`config.mk`:
```
export PLATFORM = sky130hd
export DESIGN_NAME = mixer_ctrl
export DESIGN_NICKNAME = d
export VERILOG_FILES = /design/src/rtl/mixer_pkg.sv /design/src/rtl/mixer_led_div.sv /design/src/rtl/mixer_ctrl.sv
export SDC_FILE = /design/constraint.sdc
export NUM_CORES = 1
export LEC_CHECK = 0
export CAP_MARGIN = 20
export CORE_MARGIN = 2
export CORE_UTILIZATION = 54
export CTS_CLUSTER_SIZE = 16
export DETAILED_ROUTE_END_ITERATION = 12
export HOLD_SLACK_MARGIN = 0.08
export PLACE_DENSITY = 0.87
export SLEW_MARGIN = 20
export SYNTH_ARGS = -nofsm -noshare
export SYNTH_HDL_FRONTEND = slang
export SYNTH_SLANG_ARGS = --single-unit
```
`constraint.sdc`:
```
create_clock -name clk -period 4 [get_ports clk]
set_clock_uncertainty 0.1 [all_clocks]
set_input_delay 1 -clock clk [delete_from_list [all_inputs] [get_ports clk]]
set_output_delay 1 -clock clk [all_outputs]
set_load 0.01 [all_outputs]
```
`src/rtl/mixer_pkg.sv`:
```
// Shared types and default constants for the NCO mixer sequencing controller.
package mixer_pkg;

    typedef enum logic [1:0] {
        IDLE   = 2'd0,
        LOAD   = 2'd1,
        SETTLE = 2'd2,
        RUN    = 2'd3
    } state_e;

    localparam int PHI_W_DEF   = 16;
    localparam int LEN_W_DEF   = 24;
    localparam int DEF_PHI     = 8192;
    localparam int RST_CYC_DEF = 2;
    localparam int LED_DIV_DEF = 312500;

    // Settling time is the NCO pipeline latency plus one full mean-filter fill.
    localparam int MEAN_DEPTH     = 8;
    localparam int NCO_LAT        = 2;
    localparam int SETTLE_CYC_DEF = NCO_LAT + MEAN_DEPTH;

    function automatic int max2(input int a, input int b);
        return (a > b) ? a : b;
    endfunction

endpackage

```
`src/rtl/mixer_led_div.sv`:
```
// Heartbeat divider: toggles led_o once every LED_DIV cycles with valid_i high.
module mixer_led_div #(
    parameter int LED_DIV = 312500
) (
    input  logic clk,
    input  logic rst,
    input  logic valid_i,
    output logic led_o
);

    localparam int CNT_W = $clog2(LED_DIV + 1);

    logic [CNT_W-1:0] cnt_q;
    logic             led_q;

    always_ff @(posedge clk or posedge rst) begin
        if (rst) begin
            cnt_q <= '0;
            led_q <= 1'b0;
        end else if (valid_i) begin
            if (cnt_q == CNT_W'(LED_DIV - 1)) begin
                cnt_q <= '0;
                led_q <= ~led_q;
            end else begin
                cnt_q <= cnt_q + CNT_W'(1);
            end
        end
    end

    assign led_o = led_q;

endmodule

```
`src/rtl/mixer_ctrl.sv`:
```
// Mixer sequencing controller: NCO load/settle/run sequencing with valid/ready tuning.
// Optional heartbeat LED divider is built when MIXER_CTRL_LED_EN is defined.
module mixer_ctrl #(
    parameter int PHI_W      = mixer_pkg::PHI_W_DEF,
    parameter int LEN_W      = mixer_pkg::LEN_W_DEF,
    parameter int DEF_PHI    = mixer_pkg::DEF_PHI,
    parameter int RST_CYC    = mixer_pkg::RST_CYC_DEF,
    parameter int SETTLE_CYC = mixer_pkg::SETTLE_CYC_DEF,
    parameter int LED_DIV    = mixer_pkg::LED_DIV_DEF
) (
    input  logic             clk,
    input  logic             rst,
    input  logic             cfg_valid,
    output logic             cfg_ready,
    input  logic [PHI_W-1:0] cfg_phi,
    input  logic [LEN_W-1:0] cfg_len,
    input  logic             cfg_stop,
    output logic [PHI_W-1:0] phi_inc_o,
    output logic             nco_reset_n,
    output logic             nco_clken,
    output logic             mix_valid,
    output logic             done,
    output logic             cfg_err,
    output logic             led_run
);

    import mixer_pkg::*;

    // state  | meaning
    // IDLE   | waiting for a tuning command, NCO stopped
    // LOAD   | NCO held in reset for RST_CYC cycles
    // SETTLE | NCO running, output masked while pipeline and mean filter fill
    // RUN    | output valid, counting samples

    localparam int TMR_W = $clog2(max2(RST_CYC, SETTLE_CYC)) + 1;

    if (RST_CYC < 1 || SETTLE_CYC < 1 || LED_DIV < 1) begin : g_bad_param
        $error("mixer_ctrl: RST_CYC, SETTLE_CYC and LED_DIV must be >= 1");
    end

    state_e           state_q, state_d;
    logic [TMR_W-1:0] tmr_q, tmr_d;
    logic [LEN_W-1:0] len_q, len_d;
    logic [LEN_W-1:0] samp_q, samp_d;
    logic [PHI_W-1:0] phi_q, phi_d;
    logic             ready_q, ready_d;
    logic             rstn_q, rstn_d;
    logic             clken_q, clken_d;
    logic             mv_q, mv_d;
    logic             done_q, done_d;
    logic             err_q, err_d;
    logic             take;
    logic             accept;
    logic             reject;

    always_comb begin
        take    = cfg_valid & ready_q & ~cfg_stop;
        accept  = take & (cfg_phi != '0);
        reject  = take & (cfg_phi == '0);
        state_d = state_q;
        tmr_d   = tmr_q;
        len_d   = len_q;
        samp_d  = samp_q;
        phi_d   = phi_q;
        done_d  = 1'b0;
        err_d   = reject;

        case (state_q)
            IDLE: begin
                if (accept) begin
                    state_d = LOAD;
                    phi_d   = cfg_phi;
                    len_d   = cfg_len;
                    tmr_d   = TMR_W'(RST_CYC - 1);
                end
            end
            LOAD: begin
                if (tmr_q == '0) begin
                    state_d = SETTLE;
                    tmr_d   = TMR_W'(SETTLE_CYC - 1);
                end else begin
                    tmr_d = tmr_q - TMR_W'(1);
                end
            end
            SETTLE: begin
                if (tmr_q == '0) begin
                    state_d = RUN;
                    samp_d  = '0;
                end else begin
                    tmr_d = tmr_q - TMR_W'(1);
                end
            end
            RUN: begin
                samp_d = samp_q + LEN_W'(1);
                // A retune landing on the final sample wins over completion.
                if (accept) begin
                    state_d = LOAD;
                    phi_d   = cfg_phi;
                    len_d   = cfg_len;
                    tmr_d   = TMR_W'(RST_CYC - 1);
                    samp_d  = '0;
                end else if ((len_q != '0) && (samp_d == len_q)) begin
                    state_d = IDLE;
                    done_d  = 1'b1;
                end
            end
            default: state_d = IDLE;
        endcase

        if (cfg_stop && (state_q != IDLE)) begin
            state_d = IDLE;
            done_d  = 1'b0;
        end

        ready_d = (state_d == IDLE) || (state_d == RUN);
        rstn_d  = (state_d != LOAD);
        clken_d = (state_d == SETTLE) || (state_d == RUN);
        mv_d    = (state_d == RUN);
    end

    always_ff @(posedge clk or posedge rst) begin
        if (rst) begin
            state_q <= IDLE;
            tmr_q   <= '0;
            len_q   <= '0;
            samp_q  <= '0;
            phi_q   <= PHI_W'(DEF_PHI);
            ready_q <= 1'b0;
            rstn_q  <= 1'b0;
            clken_q <= 1'b0;
            mv_q    <= 1'b0;
            done_q  <= 1'b0;
            err_q   <= 1'b0;
        end else begin
            state_q <= state_d;
            tmr_q   <= tmr_d;
            len_q   <= len_d;
            samp_q  <= samp_d;
            phi_q   <= phi_d;
            ready_q <= ready_d;
            rstn_q  <= rstn_d;
            clken_q <= clken_d;
            mv_q    <= mv_d;
            done_q  <= done_d;
            err_q   <= err_d;
        end
    end

    assign cfg_ready   = ready_q;
    assign phi_inc_o   = phi_q;
    assign nco_reset_n = rstn_q;
    assign nco_clken   = clken_q;
    assign mix_valid   = mv_q;
    assign done        = done_q;
    assign cfg_err     = err_q;

`ifdef MIXER_CTRL_LED_EN
    mixer_led_div #(
        .LED_DIV(LED_DIV)
    ) u_led_div (
        .clk    (clk),
        .rst    (rst),
        .valid_i(mv_q),
        .led_o  (led_run)
    );
`else
    assign led_run = 1'b0;
`endif

endmodule

```
# ---- Word level (Yosys, flattened, before mapping)
# Cells that the tools add are included.
dict set report word_totals {
  regBits 77
  input_bits 44
  word_cells 62
}
dict set report op_classes {
  n_addsub 2
  n_eq_ne 10
  mux 18
  bitwise_logic 5
  n_reduce_logical 16
}
# operator count
set op_table {}
lappend op_table {{24-bit 2-to-1 mux} 2}
lappend op_table {{24-bit case mux with 2 select lines} 1}
lappend op_table {{24-bit by 1-bit adder with 24-bit output (second input constant)} 1}
lappend op_table {{24-bit equality test} 1}
lappend op_table {{24-bit nonzero test} 1}
lappend op_table {{16-bit zero test} 1}
lappend op_table {{16-bit nonzero test} 1}
lappend op_table {{5-bit 2-to-1 mux} 3}
lappend op_table {{5-bit case mux with 3 select lines} 1}
lappend op_table {{2-bit 2-to-1 mux} 6}
lappend op_table {{2-bit equality test (second input constant)} 4}
lappend op_table {{2-bit case mux with 4 select lines} 1}
lappend op_table {{2-bit AND reduction} 3}
lappend op_table {{5-bit zero test} 1}
lappend op_table {{5-bit by 1-bit subtractor with 5-bit output (second input constant)} 1}
lappend op_table {{1-bit bitwise AND} 4}
lappend op_table {{2-bit zero test} 2}
lappend op_table {{1-bit 2-to-1 mux} 4}
lappend op_table {{2-bit by 1-bit != test with 1-bit output (second input constant)} 2}
lappend op_table {{2-bit != test (second input constant)} 2}
lappend op_table {{2-bit nonzero test} 2}
lappend op_table {{2-bit by 1-bit equality test with 1-bit output (second input constant)} 1}
lappend op_table {{1-bit logical AND} 2}
lappend op_table {{1-bit logical OR} 2}
lappend op_table {{2 further kinds} 2}

# ---- Logic depth before layout (Yosys ltp)
dict set report depth {
  word_depth 9
  depth_mapped 11
}

# ---- Least setup slack after synthesis
# No wires, ideal clock.
dict set report synth_path {
  path_kind {reg-to-reg}
  startpoint {register samp_q[0]}
  endpoint {register clken_q (netlist: nco_clken)}
  setup_ps 127
  arrival_ps 2718
  required_ps 3773
  path_slack_ps 1055
  stages_incl_launch_ff 11
  path_buffers 0
  period_less_slack_ps 2945
  cell_sequence {dfrtp_1 ha_1 nand3_1 nor4_4 nand3_1 xnor2_1 nand4_1 nor4_4 a21oi_1 ha_1 or2_2}
}
dict set report synth_via {
  elab_chain_cells 9
}
# element line
set synth_lines {}
lappend synth_lines {{start, declared} mixer_ctrl.sv:44} ;# logic [LEN_W-1:0] samp_q, samp_d;
lappend synth_lines {{start signal, assigned} mixer_ctrl.sv:138} ;# samp_q <= samp_d;
lappend synth_lines {{24-bit by 1-bit adder with 24-bit output *} mixer_ctrl.sv:94} ;# samp_d = samp_q + LEN_W'(1);
lappend synth_lines {{24-bit equality test *} mixer_ctrl.sv:102} ;# end else if ((len_q != '0) && (samp_d == len_q)) begin
lappend synth_lines {{1-bit logical AND *} mixer_ctrl.sv:102}
lappend synth_lines {{2-bit 2-to-1 mux *} mixer_ctrl.sv:102}
lappend synth_lines {{2-bit 2-to-1 mux *} mixer_ctrl.sv:96} ;# if (accept) begin
lappend synth_lines {{2-bit case mux with 4 select lines *} mixer_ctrl.sv:68} ;# case (state_q)
lappend synth_lines {{2-bit 2-to-1 mux *} mixer_ctrl.sv:110} ;# if (cfg_stop && (state_q != IDLE)) begin
lappend synth_lines {{named net state_d[1]} mixer_ctrl.sv:41} ;# state_e state_q, state_d;
lappend synth_lines {{2-bit equality test} mixer_ctrl.sv:117} ;# clken_d = (state_d == SETTLE) || (state_d == RUN);
lappend synth_lines {{1-bit logical OR *} mixer_ctrl.sv:117}
lappend synth_lines {{named net clken_d} mixer_ctrl.sv:48} ;# logic clken_q, clken_d;
lappend synth_lines {{end signal, assigned} mixer_ctrl.sv:142} ;# clken_q <= clken_d;
lappend synth_lines {{end, declared} mixer_ctrl.sv:48}
# Mark *: on every way through the listed nets, which the timed path passes. The rest lies on a longest branch.
# A chain may end at the register's enable or synchronous reset.

# ---- Final worst setup path
dict set report layout_path {
  startpoint {register samp_q[0]}
  endpoint {register clken_q (netlist: nco_clken)}
}
dict set report layout_via {
  elab_chain_cells 9
}
# element line
set layout_lines {}
lappend layout_lines {{24-bit by 1-bit adder with 24-bit output} mixer_ctrl.sv:94}
lappend layout_lines {{24-bit equality test} mixer_ctrl.sv:102}
lappend layout_lines {{1-bit logical AND} mixer_ctrl.sv:102}
lappend layout_lines {{2-bit 2-to-1 mux} mixer_ctrl.sv:102}
lappend layout_lines {{2-bit 2-to-1 mux} mixer_ctrl.sv:96}
lappend layout_lines {{2-bit case mux with 4 select lines} mixer_ctrl.sv:68}
lappend layout_lines {{2-bit 2-to-1 mux} mixer_ctrl.sv:110}
lappend layout_lines {{named net state_d[1]} mixer_ctrl.sv:41}
lappend layout_lines {{2-bit equality test} --}
lappend layout_lines {{named net mv_d} mixer_ctrl.sv:49} ;# logic mv_q, mv_d;
lappend layout_lines {{1-bit logical OR} mixer_ctrl.sv:117}
lappend layout_lines {{named net clken_d} mixer_ctrl.sv:48}
# The timed path passes the listed nets, and every way through them passes these cells.

==> results.py <==
metrics = {
    "outcome": {
        "status": "finished, final reports clean",
    },
    "worst_hold_path": {
        "hold_path_class": "flop to flop",
        "min_from": "phi_inc_o[4]",
        "hold_depth": 1,
    },
    "synthesis": {
        "syn_avg_cell_area_um2": 10.3,
        "synth-edff-count": 0,
        "synth-seq-area-share_pct": 44.4,
        "synth.area.top_cells": "dfrtp_1, mux2_2, o21ai_0",
        "syn_nets": 475,
        "synthesis.area_um2": 4340,
        "async_reset_ff_share_pct": 100,
        "synth_cell_types": 61,
        "ys_seq_elements": 77,
        "synth_largest_area_cell": "dfrtp_1",
        "netlist_instances": 421,
        "synth_ff_type": "dfrtp_1",
        "ys_warn_count": 0,
        "synth_top_cell_area_share_pct": 43.8,
    },
    "sta": {
        "fmax_mhz": 271,
        "min_period_ps": 3690,
        "relSlewSlack_pct": 53.5,
        "tightest_slew_ps": 696,
        "setup-tns-final_ps": 0,
        "maxSlewViolCount": 0,
        "setup_ws_ps": 313,
        "final_hold_viol_count": 0,
        "fin_crit_sh_pct": 92.2,
        "setup_viol": 0,
        "rsz0062_at_grt": "no",
    },
    "grt": {
        "antenna_found_initial": 0,
        "grt-ovfl-total": 0,
        "grt.total_usage_pct": 25.3,
        "grt_pass1_wl_um": 17500,
        "first_global_vias": 3611,
        "grt_max_degree": 46,
    },
    "routing": {
        "wl_per_cell_um": 18.7,
        "num_vias": 3660,
        "ant_nets": 0,
        "initialDrtViolationCount": 376,
        "drc_errors": 0,
        "vias_per_cell": 6.24,
        "wl_um": 11000,
        "firstDrtPassIters": 5,
    },
    "floorplanning": {
        "num_rows": 32,
        "die_area_um2": 8780,
        "ios": 67,
        "initial_core_util_pct": 55.9,
        "die_h_um": 93.7,
        "die_w_um": 93.7,
        "coreArea_um2": 7770,
    },
    "clock_tree": {
        "numCtsBuffers": 9,
        "htreeDepth": 3,
        "cts_resized": 0,
        "cts_tree": "done",
        "hold_buffers": 0,
        "cts_buffer_depth": 2,
        "clkTransAtPathRegs_ps": 80,
        "cts_root_buffer": "clkbuf_8",
        "post_cts_buffers": 0,
        "numClockSinks": 77,
        "insertion_delay_ps": 350,
    },
    "place": {
        "place_ws_ps": 363,
        "place.gp.congestion": 0.936,
        "dp_hpwl_um": 7530,
        "port_buffers": 65,
        "dp.cells": 570,
        "place_area_um2": 5070,
    },
    "final_layout": {
        "diodes": 0,
        "finalNonFillerCells": 587,
        "final_nets": 534,
        "drive_gt1_share_pct": 16.9,
        "utilization_pct": 68.5,
        "stdcell_area_um2": 5320,
        "num-fill-cells": 565,
        "syn_to_final_growth_pct": 22.5,
    },
    "critical_path": {
        "r2r_cells": 10,
        "crit_path_end_kind": "flop",
        "cp.arrival_ps": 3830,
        "worstSetupPathType": "flop to flop",
        "r2r_start": "samp_q[0]",
        "startpoint": "samp_q[0]",
        "required_ps": 4140,
        "cp_max_fo": 8,
        "cp-start-kind": "flop",
    },
    "power_and_ir_drop": {
        "peakVddDrop_uv": 390,
        "pwr_density_cell_nw_per_um2": 615,
        "leakage_uw": 0.00219,
    },
    "run": {
        "drv_cap": 0,
    },
}
-- final cells by class --
type | instances | area [um^2] | share of cell area, %
Clock buffer | 11 | 141 | 2.66
Multi-Input combinational cell | 313 | 2280 | 42.9
Inverter | 9 | 33.8 | 0.635
Clock inverter | 5 | 83.8 | 1.58
Tap cell | 102 | 128 | 2.40
Timing Repair Buffer | 70 | 721 | 13.5
Sequential cell | 77 | 1930 | 36.2
-- final timing paths --
kind,end,slack [ps]
setup / recovery,nco_clken,310
max in group asynchronous,phi_inc_o[13],2100
hold / removal,phi_inc_o[4],410
min in group asynchronous,cfg_err,970
hold reg to reg,phi_inc_o[4],410
setup reg to reg,nco_clken,310
-- flip-flops by register name (all words and copies together), names as in the netlist --
name / flops
done: 1
tmr_q: 5
cfg_ready: 1
cfg_err: 1
state_q: 2
samp_q: 24
mix_valid: 1
len_q: 24
nco_reset_n: 1
nco_clken: 1
phi_inc_o: 16
-- per-stage QoR --
stage	hold slack (ps)	power, uW
floorplan	381	2090
global placement	388	2500
global route	420	3450
CTS	413	3250
finish	411	3270
detailed placement	399	2570
-- critical path, cell delays in order, from the launching register on --
cell and delay (ps):
dfrtp_1 510, ha_1 300, nand3_1 400, nor4_4 460
nand3_1 230, xnor2_1 250, nand4_1 160, nor4_4 450
a21oi_1 190, ha_1 260, or2_2 270
-- layout by cell type (no fill, tap or decap), types with 4 or more instances in the layout --
cell / n
a21oi_1: 12
a31oi_1: 4
and3_1: 11
clkbuf_8: 10
clkdlybuf4s50_1: 65
dfrtp_1: 76
ha_1: 10
inv_1: 8
mux2_2: 40
nand2_1: 26
nand3_1: 12
nand3b_1: 4
nand4_1: 11
nor2_1: 24
nor3_1: 5
nor4_1: 12
nor4_4: 4
o21ai_0: 40
o31ai_1: 8
xnor2_1: 21
xor2_1: 12
-- metal layers --
| layer | share of wire [%] | global-route usage (%) |
|---|---|---|
| met4 | 2.6 | 10.4 |
| met1 | 40 | 34.3 |
| met3 | 7.5 | 4.25 |
| met5 | 0 | 0 |
| met2 | 49 | 40.4 |
-- cell families after synthesis --
logic type                 synth area share, %
and+or+nand+nor                           19.2
AOI/OAI and AO/OA                         13.0
DFF                                       44.4
muxes                                     10.6
xor gates and xnor gates                  6.65
buffers and inverters                     3.20
adders and majority gates                 2.88
other                                   0.0863
-- synthesized netlist by cell type, types with 3 or more instances --
| master | instances |
|---|---|
| o21a_1 | 3 |
| and3_1 | 11 |
| nand4_1 | 11 |
| o41ai_1 | 3 |
| ha_1 | 10 |
| nand2b_1 | 3 |
| nor3b_1 | 3 |
| mux2_2 | 40 |
| inv_1 | 9 |
| nor3_1 | 5 |
| o21ai_0 | 40 |
| nor4_1 | 12 |
| a31oi_1 | 4 |
| o31ai_1 | 8 |
| nor4_4 | 4 |
| a31o_2 | 3 |
| xor2_1 | 12 |
| nor2_1 | 25 |
| xnor2_1 | 21 |
| buf_2 | 3 |
| dfrtp_1 | 76 |
| a211oi_1 | 3 |
| nand3b_1 | 4 |
| a21oi_1 | 12 |
| nand3_1 | 12 |
| o22ai_1 | 3 |
| clkbuf_1 | 12 |
| nand2_1 | 26 |
| buf_4 | 5 |
-- power by group --
group,total [uW],switching [uW],internal (uW)
clock,668,299,370
sequential,1290,249,1040
combinational,1310,605,707
Power figures use the tool's default switching activity.
